`src/rtl/screen_point_writer.sv`:
```
// ============================================================================
// Module      : screen_point_writer
// Description : Pairs X/Y screen coordinates, clips them, queues framebuffer
//               addresses in a show-ahead FIFO and issues pixel writes.
//               Also runs a full-screen clear sweep on request.
//               Optional macro SCREEN_CLIP_STATS_EN builds the clip counter.
// Revision    : 1.0 - initial release
// ============================================================================
`default_nettype none

module screen_point_writer #(
  parameter int SCREEN_W   = 361,
  parameter int SCREEN_H   = 361,
  parameter int ADDR_W     = 17,
  parameter int PIXEL_W    = 8,
  parameter int FIFO_DEPTH = 8
) (
  input  logic               clk_in,
  input  logic               rst_in_n,
  input  logic               x_valid_in,
  input  logic [31:0]        x_in,
  input  logic               y_valid_in,
  input  logic [31:0]        y_in,
  input  logic [PIXEL_W-1:0] color_in,
  input  logic               clear_in,
  input  logic               fb_ready_in,
  output logic               fb_we_out,
  output logic [ADDR_W-1:0]  fb_addr_out,
  output logic [PIXEL_W-1:0] fb_data_out,
  output logic               busy_clear_out,
  output logic               clear_done_out,
  output logic               pair_err_out,
  output logic [15:0]        drop_count_out,
  output logic [15:0]        clip_count_out
);

  localparam int PTR_W   = $clog2(FIFO_DEPTH);
  localparam int ENTRY_W = ADDR_W + PIXEL_W;
  localparam int TOTAL   = SCREEN_W * SCREEN_H;
  localparam logic [PTR_W:0]  PTR_ONE  = 1;
  localparam logic [ADDR_W-1:0] CLR_LAST = ADDR_W'(TOTAL - 1);

  typedef enum logic [1:0] {
    S_IDLE  = 2'd0,
    S_DRAW  = 2'd1,
    S_CLEAR = 2'd2
  } state_t;

  state_t               state_q, state_d;
  logic [15:0]          x_hold_q, x_hold_d, y_hold_q, y_hold_d;
  logic                 x_hv_q, x_hv_d, y_hv_q, y_hv_d;
  logic                 pair_err_q, pair_err_d;
  logic                 stg_v_q, stg_v_d;
  logic [ADDR_W-1:0]    stg_addr_q, stg_addr_d;
  logic [PIXEL_W-1:0]   stg_color_q, stg_color_d;
  logic [PTR_W:0]       wr_ptr_q, wr_ptr_d, rd_ptr_q, rd_ptr_d;
  logic [ENTRY_W-1:0]   mem_q [FIFO_DEPTH];
  logic [ADDR_W-1:0]    clr_cnt_q, clr_cnt_d;
  logic                 clr_pend_q, clr_pend_d;
  logic                 clr_done_q, clr_done_d;
  logic [15:0]          drop_cnt_q, drop_cnt_d;

  logic [15:0]          w_x, w_y;
  logic                 w_pair, w_in_range;
  logic [31:0]          w_addr_full;
  logic                 w_empty, w_full, w_xfer, w_pop, w_push, w_drop;
  logic [ENTRY_W-1:0]   w_head;
  logic                 unused_bits;

  // A coordinate arriving this cycle completes the pair with the held other axis.
  assign w_x         = x_valid_in ? x_in[15:0] : x_hold_q;
  assign w_y         = y_valid_in ? y_in[15:0] : y_hold_q;
  assign w_pair      = (x_valid_in | x_hv_q) & (y_valid_in | y_hv_q);
  assign w_in_range  = ({16'd0, w_x} < 32'(SCREEN_W)) && ({16'd0, w_y} < 32'(SCREEN_H));
  assign w_addr_full = ({16'd0, w_y} * 32'(SCREEN_W)) + {16'd0, w_x};
  assign unused_bits = ^{x_in[31:16], y_in[31:16], w_addr_full[31:ADDR_W]};

  assign w_empty = (wr_ptr_q == rd_ptr_q);
  assign w_full  = (wr_ptr_q[PTR_W] != rd_ptr_q[PTR_W]) &&
                   (wr_ptr_q[PTR_W-1:0] == rd_ptr_q[PTR_W-1:0]);
  assign w_head  = mem_q[rd_ptr_q[PTR_W-1:0]];
  assign w_xfer  = fb_we_out & fb_ready_in;
  assign w_pop   = (state_q == S_DRAW) & w_xfer;
  assign w_push  = stg_v_q & (~w_full | w_pop);
  assign w_drop  = stg_v_q & w_full & ~w_pop;

  always_comb begin
    x_hold_d    = x_hold_q;
    y_hold_d    = y_hold_q;
    x_hv_d      = x_hv_q | x_valid_in;
    y_hv_d      = y_hv_q | y_valid_in;
    pair_err_d  = (x_valid_in & x_hv_q) | (y_valid_in & y_hv_q);
    if (x_valid_in) x_hold_d = x_in[15:0];
    if (y_valid_in) y_hold_d = y_in[15:0];
    if (w_pair) begin
      x_hv_d = 1'b0;
      y_hv_d = 1'b0;
    end
    stg_v_d     = w_pair & w_in_range;
    stg_addr_d  = w_addr_full[ADDR_W-1:0];
    stg_color_d = color_in;
    wr_ptr_d    = w_push ? wr_ptr_q + PTR_ONE : wr_ptr_q;
    rd_ptr_d    = w_pop  ? rd_ptr_q + PTR_ONE : rd_ptr_q;
    drop_cnt_d  = (w_drop && drop_cnt_q != 16'hFFFF) ? drop_cnt_q + 16'd1 : drop_cnt_q;
  end

  always_comb begin
    fb_we_out      = 1'b0;
    fb_addr_out    = '0;
    fb_data_out    = '0;
    busy_clear_out = (state_q == S_CLEAR);
    if (state_q == S_CLEAR) begin
      fb_we_out   = 1'b1;
      fb_addr_out = clr_cnt_q;
    end else if (state_q == S_DRAW && !w_empty) begin
      fb_we_out   = 1'b1;
      fb_addr_out = w_head[ENTRY_W-1:PIXEL_W];
      fb_data_out = w_head[PIXEL_W-1:0];
    end
  end

  always_comb begin
    state_d    = state_q;
    clr_cnt_d  = clr_cnt_q;
    clr_done_d = 1'b0;
    clr_pend_d = clr_pend_q | (clear_in & (state_q != S_CLEAR));
    case (state_q)
      S_IDLE: begin
        if (clr_pend_q || clear_in) state_d = S_CLEAR;
        else if (!w_empty)          state_d = S_DRAW;
      end
      S_DRAW: begin
        // Never abandon a presented write; switch only once it has landed.
        if ((clr_pend_q || clear_in) && (!fb_we_out || w_xfer)) state_d = S_CLEAR;
        else if (w_empty)                                        state_d = S_IDLE;
      end
      S_CLEAR: begin
        if (w_xfer) begin
          if (clr_cnt_q == CLR_LAST) begin
            clr_cnt_d  = '0;
            clr_done_d = 1'b1;
            clr_pend_d = 1'b0;
            state_d    = S_IDLE;
          end else begin
            clr_cnt_d = clr_cnt_q + ADDR_W'(1);
          end
        end
      end
      default: state_d = S_IDLE;
    endcase
  end

  always_ff @(posedge clk_in or negedge rst_in_n) begin
    if (!rst_in_n) begin
      state_q     <= S_IDLE;
      x_hold_q    <= '0;
      y_hold_q    <= '0;
      x_hv_q      <= 1'b0;
      y_hv_q      <= 1'b0;
      pair_err_q  <= 1'b0;
      stg_v_q     <= 1'b0;
      stg_addr_q  <= '0;
      stg_color_q <= '0;
      wr_ptr_q    <= '0;
      rd_ptr_q    <= '0;
      clr_cnt_q   <= '0;
      clr_pend_q  <= 1'b0;
      clr_done_q  <= 1'b0;
      drop_cnt_q  <= '0;
    end else begin
      state_q     <= state_d;
      x_hold_q    <= x_hold_d;
      y_hold_q    <= y_hold_d;
      x_hv_q      <= x_hv_d;
      y_hv_q      <= y_hv_d;
      pair_err_q  <= pair_err_d;
      stg_v_q     <= stg_v_d;
      stg_addr_q  <= stg_addr_d;
      stg_color_q <= stg_color_d;
      wr_ptr_q    <= wr_ptr_d;
      rd_ptr_q    <= rd_ptr_d;
      clr_cnt_q   <= clr_cnt_d;
      clr_pend_q  <= clr_pend_d;
      clr_done_q  <= clr_done_d;
      drop_cnt_q  <= drop_cnt_d;
    end
  end

  always_ff @(posedge clk_in) begin
    if (w_push) mem_q[wr_ptr_q[PTR_W-1:0]] <= {stg_addr_q, stg_color_q};
  end

  assign clear_done_out = clr_done_q;
  assign pair_err_out   = pair_err_q;
  assign drop_count_out = drop_cnt_q;

`ifdef SCREEN_CLIP_STATS_EN
  logic [15:0] clip_cnt_q, clip_cnt_d;
  logic        w_clip;

  assign w_clip = w_pair & ~w_in_range;

  always_comb begin
    clip_cnt_d = (w_clip && clip_cnt_q != 16'hFFFF) ? clip_cnt_q + 16'd1 : clip_cnt_q;
  end

  always_ff @(posedge clk_in or negedge rst_in_n) begin
    if (!rst_in_n) clip_cnt_q <= '0;
    else           clip_cnt_q <= clip_cnt_d;
  end

  assign clip_count_out = clip_cnt_q;
`else
  assign clip_count_out = '0;
`endif

endmodule

`default_nettype wire
```
`config.mk`:
```
export PLATFORM = sky130hd
export DESIGN_NAME = screen_point_writer
export DESIGN_NICKNAME = d
export VERILOG_FILES = /design/src/rtl/screen_point_writer.sv
export SDC_FILE = /design/constraint.sdc
export NUM_CORES = 1
export LEC_CHECK = 0
export ABC_CLOCK_PERIOD_IN_PS = 5300
export CAP_MARGIN = 0
export CORE_MARGIN = 4
export CORE_UTILIZATION = 48
export CTS_CLUSTER_DIAMETER = 40
export DETAILED_ROUTE_END_ITERATION = 7
export PLACE_DENSITY = 0.69
export SLEW_MARGIN = 20
export SYNTH_ARGS = -nofsm -noshare
export SYNTH_HDL_FRONTEND = slang
export SYNTH_SLANG_ARGS = --single-unit
```
`constraint.sdc`:
```
create_clock -name clk_in -period 5.3 [get_ports clk_in]
set_input_delay 1.06 -clock clk_in [delete_from_list [all_inputs] [get_ports clk_in]]
set_output_delay 1.06 -clock clk_in [all_outputs]
set_load 0.02 [all_outputs]
```
* Word level (Yosys, flattened, before mapping) *
Memory sizes are Yosys's and may differ from the RTL's.
Cells that the tools add are included.

storage, ports and cells
  bits in registers = 106
  latch bits = 0
  memory bits (writable) = 200
  ROM bits = 0
  output and inout port bits = 61
  memories = 1

memories
  memory  depth  width  rd ports  clocked after memory_dff  write ports  RTL line  RTL
  mem_q   8      25     1         0                         1            57        logic [ENTRY_W-1:0] mem_q [FIFO_DEPTH];

operators by class
  add/subtract/negate cells = 5
  multiply operators = 1
  div/mod/pow operators = 0
  order comparisons = 2
  eq/ne operators = 12
  shift-type cells = 0
  mux-type cells = 26
  bitwise logic cells = 17
  reduce and logical (&&, ||, !) cells = 12

operators with widths
  operator                 count
  $mux W17                 3
  $lt A16 B9 Y1 const B    2
  $mux W16                 2
  $add A17 B1 Y17 const B  1
  $add A17 B16 Y17         1
  $eq A17 B17 Y1 const B   1
  $mul A16 B9 Y17 const B  1
  $add A16 B1 Y16 const B  1
  $mux W8                  2
  $ne A16 B16 Y1 const B   1
  $mux W1                  12
  $mux W2                  6
  $and A1 B1 Y1            10
  $add A4 B1 Y4 const B    2
  $pmux W2 S3              1
  $logic_and A1 B1 Y1      5
  $or A1 B1 Y1             5
  $eq A4 B4 Y1             1
  $ne A2 B1 Y1 const B     2
  $reduce_and A4 Y1        1
  $eq A3 B3 Y1             1
  $ne A3 B2 Y1 const B     1
  $ne A3 B3 Y1 const B     1
  $eq A2 B1 Y1 const B     1
  other kinds (8)          11

* Depth between registers and ports, before layout *
Gate-level depths: netlist (run 1).

  depth in word-level cells = 11
  gate-level depth with buffers = 20
  mapped depth without buffers = 17

* Least setup slack after synthesis (run 1) *
OpenSTA, ideal clock, no wires.

  path kind = input port to flip-flop
  start point = input y_valid_in
  end point = register stg_addr_q[16]
  arrival = 5.781 ns
  data required time = 5.177 ns
  slack = -0.604 ns
  stages = 19
  cells stage by stage = buf_2 > clkbuf_1 > buf_2 > mux2_2 > ha_1 > fa_1 > inv_1 > fa_1 > inv_1 > fa_1 > inv_1 > fa_1 > inv_1 > ha_1 > a21o_1 > a211o_1 > o21ai_0 > nand3_1 > xnor2_1

between the ends
  cells in the longest elaborated chain, start to end = 3

ends and longest elaborated chain
  what                       RTL line  RTL
  start, declared            22        input logic y_valid_in,
  $mux W16                   --
  named net w_y[5]           63        logic [15:0] w_x, w_y;
  $mul A16 B9 Y17            75        assign w_addr_full = ({16'd0, w_y} * 32'(SCREEN_W)) + {16'd0, w_x};
  $add A17 B16 Y17           75
  named net w_addr_full[16]  65        logic [31:0] w_addr_full;
  end signal, assigned       178       stg_addr_q <= stg_addr_d;
  end, declared              54        logic [ADDR_W-1:0] stg_addr_q, stg_addr_d;

The timed path passes the listed nets, and every way through them passes these cells.
A chain may end at the register's enable or synchronous reset.

* Worst setup path after layout (run 1) *
Same ends and word-level chain as after synthesis.

==> metrics, run 1 <==
synthesized cell area=roughly 0.014 sq mm; CP required=roughly 5700 ps; Row Count=63; Logic pwr share=0.374; number of synthesized flops with an enable pin=200; cts bufs inserted=between 40 and 50; adder-cell share of the synthesized area=0.1001; final net count=between 1k and 1.5k; max-slew violation count=0; Placer Congestion=around 0.81; critical path launch point type=input pin; HP Class=reg -> reg; unrepaired setup endpoints after global routing=false; most frequent cells in the layout=edfxtp_1, dfrtp_1, inv_1; syn avg cell area=between 15 and 20 sq um; Final min period=around 5000 ps; P_leak=0.006974 uW; part of the power in registers=0.330; Final Skew=12.35 ps; critical path capture point type=flop; Sw Ratio=0.3185; compound-cell area share of the yosys netlist=0.03665; Routed WL=between 20000 and 30000 um; Remaining DRCs=0; leading register cell type out of synthesis=edfxtp_1; largest family of logic cells by synthesized area=multiplexers; worst vdd rail ir drop=between 0.0004 and 0.0005 V; CTS H-tree depth=2; CTS Buffer Depth=3; final setup vio count=0; CTS Sinks=306; post-synth cell types=between 60 and 70; CTS root buffer=clkbuf_16; XOR/XNOR Fraction of Synth Area=0.03952; DIE HEIGHT=between 150 and 200 um; Util after Layout=0.5979; proportion of layout cells with a drive suffix above 1=0.2172; TritonCTS clock tree=built; Worst-path clk slew=60 ps; Slew @ Worst Pin=966.2 ps; post-synthesis sequential area ratio=0.6011; final hold slack=around 480 ps; Yosys reg bits=a little over 300; post-DP HPWL=18190 um; largest net degree at the start of global routing=50; number of port buffers=90; gate count of the mapped netlist=about 950; Starting Density=0.4860; max-cap violations=0; Synth Warn #=0; Antenna diodes=0; Skew-Pair Late Insertion Delay=around 520 ps; GRT overflow=0; initial antenna violation count=0; 1st-iter DRT viols=between 500 and 600; overall power=about 9300 uW; simple-gate area share of the yosys netlist=0.05932; CP max FO=9; io pins=around 140; vias in the first global route=8540; Synth async-reset ratio=0.3464; ANT nets after route=0; Layout area overhead=23.03%; die area=around 0.033 sq mm; NetSw=2975 uW; Die W=approximately 180 um; critical path class=in -> reg; final hold violation count=0; most common cell after layout, fill and taps aside=edfxtp_1; core area=~0.03 sq mm; GRT Util Overall=0.1757; Worst EP arrival=5320 ps; crit share post-route=0.9226; power per cell area=527.0 mW/mm^2; DR vias=8020; post-synthesis mux area share=0.1205; Hold-fix buffers, CTS=0; status=completed; relative slew slack=0.3544; clock share of power=0.297; TNS Setup=0 ps; Reg2Reg Setup Slack=1000 ps; Internal=roughly 6400 uW; first-pass GRT wire length=46100 um; Max Fclk=about 0.20 GHz; Routed WL per cell=between 15 and 20 um; drt pass-1 iters=4; drt via density=around 5.2
[routing by layer]
| metal | vias to the layer above | share of wire | track usage |
|---|---|---|---|
| met1 | 4019 | 0.43 | 0.2408 |
| met2 | 195 | 0.50 | 0.2957 |
| met3 | 42 | 0.052 | 0.03020 |
| met5 | - | 0 | 0 |
| met4 | 0 | 0.018 | 0.04413 |
| li1 | 3764 | - | - |
[critical path, cell delays in order]
cell	delay, ps
dlymetal6s2s_1	210
buf_12	180
mux2_4	350
ha_4	260
fa_1	530
inv_1	50
fa_1	470
inv_1	50
fa_1	520
inv_1	50
fa_1	490
inv_2	50
ha_4	210
a21o_1	180
a211o_1	280
o21ai_1	80
nand3_1	110
xnor2_1	190
[stage by stage]
stage / instance area [sq um] / std cells / setup WS [ps]
5_1_grt: 17720 / 1541 / 246.6
3_3_place_gp: 16260 / 1463 / -459.6
6_report: 17720 / 1541 / 410.0
3_5_place_dp: 16260 / 1463 / -469.6
2_1_floorplan: 14630 / 963 / -9.508
4_1_cts: 17680 / 1540 / 69.11
[cell usage after synthesis (2+ instances only)]
library cell    n  area [sq um]
edfxtp_1      200          6006
dfrtp_1       106          2653
inv_1          92         345.3
ha_1           56         700.7
mux4_2         50          1126
nand2_1        44         165.2
nor2_1         42         157.7
fa_1           37         740.7
mux2i_1        35         350.3
xnor2_1        35         306.5
o21ai_0        26         130.1
mux2_2         23         259.0
xor2_1         20         175.2
a21oi_1        19         95.09
buf_4          18         135.1
nand4_1        12         75.07
nor3_1         12         60.06
buf_2          11         55.05
nand3_1        10         50.05
and3_1          9         56.30
clkbuf_1        9         33.78
a21o_1          7         52.55
o21a_1          7         52.55
nor2b_1         6         37.54
or3_1           4         25.02
buf_6           3         33.78
nand2b_1        3         18.77
nand3b_1        3         22.52
nor4_1          3         18.77
o22ai_1         3         18.77
buf_1           2         7.510
nor3_2          2         20.02
nor4b_1         2         17.52
o211ai_1        2         15.01
o21ai_1         2         10.01
xnor2_4         2         55.05
[what timing repair did]
action | 4_1_cts | 5_1_grt
resized for setup | 0 | 4
buffers inserted | 0 | 0
endpoints found under the setup margin | 0 | 5
[kinds of logic (layout without fill, tap and decap cells)]
family,after synthesis,in the layout
flip-flops,306,306
AND/OR/NAND/NOR,163,163
buffers and inverters,136,324
multiplexers,108,108
adder cells (fa/ha/maj),93,93
AO/OA/AOI/OAI,82,82
XOR/XNOR,59,59
other,1,16
[final cells by class]
class	count	area, sq um
Sequential cell	306	8663
Clock buffer	50	1142
Timing Repair Buffer	154	1411
Clock inverter	27	282.8
Fill cell	2278	11920
Tap cell	390	488.0
Multi-Input combinational cell	521	5385
Inverter	93	349.1
[power by group through the flow]
| stage | combinational (uW) | sequential, uW | clock, uW |
|---|---|---|---|
| after floorplan | 2440 | 3030 | 0 |
| after global placement | 3480 | 3110 | 0 |
| after detailed placement | 3520 | 3120 | 0 |
| after CTS | 3550 | 3080 | 2830 |
| after global routing | 3990 | 3110 | 2950 |
| final | 3490 | 3080 | 2770 |
[flip-flops by register name, summed over array words and instances (netlist names), 2 cells and up]
register,flops
clr_cnt_q,17
mem_q,200
drop_count_out,16
x_hold_q,16
state_q,2
y_hold_q,16
wr_ptr_q,4
stg_color_q,8
stg_addr_q,17
rd_ptr_q,4
[path summary, 6_finish.rpt]
check                      cells after the start                end         startpoint
min reg2reg                                    1  drop_count_out[9]  drop_count_out[9]
max reg2reg                                   16     stg_addr_q[16]       y_hold_q[10]
max in group asynchronous                      2       x_hold_q[10]           rst_in_n
max                                           18     stg_addr_q[16]         y_valid_in
min                                            1  drop_count_out[9]  drop_count_out[9]
min in group asynchronous                      1     stg_color_q[4]           rst_in_n
(Power assumes the default switching activity.)
==> run 2, diff against run 1 <==
CTS_BUF_LIST = sky130_fd_sc_hd__clkbuf_4 sky130_fd_sc_hd__clkbuf_8 sky130_fd_sc_hd__clkbuf_16   (was unset)
==> run 2 against run 1 <==
Against the previous run:
- combinational power is essentially flat
- clock skew is 2.0 ps higher
- final cell count did not move
- sequential cell count stayed put
- non-clock buffer count stayed put
- routed wire length is 0.18% higher
- setup slack improved by 8.7 ps
- clock-buffer cell count is the same
- via count rose by 0.22%
- first-iteration DRC count decreased by 7.3%
- die area stayed put
- critical path depth unchanged
==> metrics, run 2 (synthesized netlist as in run 1, its figures left out) <==
status=completed; vias in the first global route=8534 (-0.070%); post-DP HPWL=18190 um (unchanged); delay-heaviest family, CP=adder cells; final hold violation count=0 (unchanged); 1st-iter DRT viols=494 (-7.3%); final net count=1289 (unchanged); CP max FO=9 (unchanged); drt via density=5.216 (+0.22%); P_leak=0.006984 uW (+0.15%); placed insts=1463 (unchanged); DR vias=8038 (+0.22%); largest net degree at the start of global routing=50 (unchanged); Starting Density=0.4860 (unchanged); Hold-fix buffers, CTS=0 (unchanged); Worst EP arrival=5280 ps (-40 ps); max-slew violation count=0 (unchanged); Remaining DRCs=0 (unchanged); Cell Count, Final, Fillers Out=1541 (unchanged); Die W=181.2 um (unchanged); GRT overflow=0 (unchanged); Final min period=4881 ps (-8.717 ps); CTS Buffer Depth=3 (unchanged); critical path class=in -> reg; proportion of layout cells with a drive suffix above 1=0.2198 (+0.002606); TritonCTS clock tree=built; DIE HEIGHT=181.2 um (unchanged); max reg flops=200 (unchanged); Max Fclk=0.2049 GHz (+0.18%); HP Class=reg -> reg; crit share post-route=0.9210 (-0.001645); Routed WL=28410 um (+0.18%); WP buf/inv=6 (unchanged); number of port buffers=90 (unchanged); Skew-Pair Late Insertion Delay=530 ps (about the same); CP dominant cell by count=fa_1; power per cell area=527.7 mW/mm^2 (+0.13%); GRT Util Overall=0.1765 (+0.0007831); CP required=5700 ps (-30 ps); io pins=139 (unchanged); relative slew slack=0.3640 (+0.009650); first-pass GRT wire length=46190 um (+0.20%); Routed WL per cell=18.44 um (+0.18%); Row Count=63 (unchanged); ANT nets after route=0 (unchanged); unrepaired setup endpoints after global routing=false; final hold slack=484.0 ps (+0.001000 ps); Fill cells=2277 (-0.044%); CP max-delay cell=fa_1; drt pass-1 iters=4 (unchanged); CTS root buffer=clkbuf_16; most frequent cells in the layout=edfxtp_1, dfrtp_1, inv_1; worst vdd rail ir drop=0.0004112 V (-0.29%); critical path capture point type=flop; Final Skew=14.37 ps (+2.018 ps); overall power=9357 uW (+0.20%); CTS H-tree depth=2 (unchanged); Layout area overhead=23.10% (about the same); Crit path largest cell delay=530 ps (about the same); Antenna diodes=0 (unchanged); core area=0.02964 sq mm (unchanged); Worst-path clk slew=60 ps (about the same); critical path launch point type=input pin; most common cell after layout, fill and taps aside=edfxtp_1; final setup vio count=0 (unchanged); cts bufs inserted=42 (unchanged); max-cap violations=0 (unchanged); worst-path cell chain=dlymetal6s2s_1, buf_12, mux2_4, ha_4, fa_1, inv_1, fa_1, inv_1, fa_1, inv_1, fa_1, inv_2, ha_4, a21o_1, a211o_1, o21ai_1, nand3_1, xnor2_1; die area=0.03285 sq mm (unchanged); Slew @ Worst Pin=951.7 ps (-14.44 ps); Placer Congestion=0.8143 (unchanged); CTS Sinks=306 (unchanged); initial antenna violation count=0 (unchanged)
run 2: timing repair:
item / 4_1_cts / 5_1_grt
gates resized for setup: 0 / 4
setup buffers: 0 / 0
hold endpoints to repair: 0 / 0
setup endpoints to repair: 0 / 5
run 2: area by class of cell:
type	count	area (sq um)	share of cell area
inverters	93	349.1	0.01969
clock buffers	50	1154	0.06505
flip-flops and latches	306	8663	0.4885
well taps	390	488.0	0.02752
multi-input cells	521	5385	0.3037
repair buffers	154	1411	0.07959
clock inverters	27	282.8	0.01595
run 2: where the power goes:
group          internal, uW  switching, uW  leakage, uW  total, uW
logic                  1810           1670      0.00315       3490
clock network          1700           1100     0.000714       2790
registers              2870            209      0.00312       3080
total                  6380           2980      0.00698       9360
run 2: path summary, 6_finish.rpt:
kind | to | cells after the start | from | slack [ps]
max reg2reg | stg_addr_q[16] | 16 | y_hold_q[10] | 1000
min | drop_count_out[9] | 1 | drop_count_out[9] | 480
min reg2reg | drop_count_out[9] | 1 | drop_count_out[9] | 480
max in group asynchronous | x_hold_q[10] | 2 | rst_in_n | 3770
max | stg_addr_q[16] | 18 | y_valid_in | 420
min in group asynchronous | stg_color_q[4] | 1 | rst_in_n | 590
run 2: through the flow:
stage                     area [sq um]  utilization  TNS [ps]  setup slack (ps)
after floorplan                  14630            -    -9.508            -9.508
after global placement           16260       0.5485     -2969            -459.6
after detailed placement         16260       0.5485     -3127            -469.6
after CTS                        17690       0.5970         0             72.93
after global routing             17730       0.5983         0             249.8
final                            17730       0.5983         0             418.7
run 2: per-layer routing:
layer / vias up / part of all wire / GRT usage
li1: 3767 / - / -
met1: 4035 / 0.43 / 0.2406
met2: 192 / 0.49 / 0.2975
met3: 44 / 0.052 / 0.02980
met4: 0 / 0.020 / 0.04683
met5: - / 0 / 0
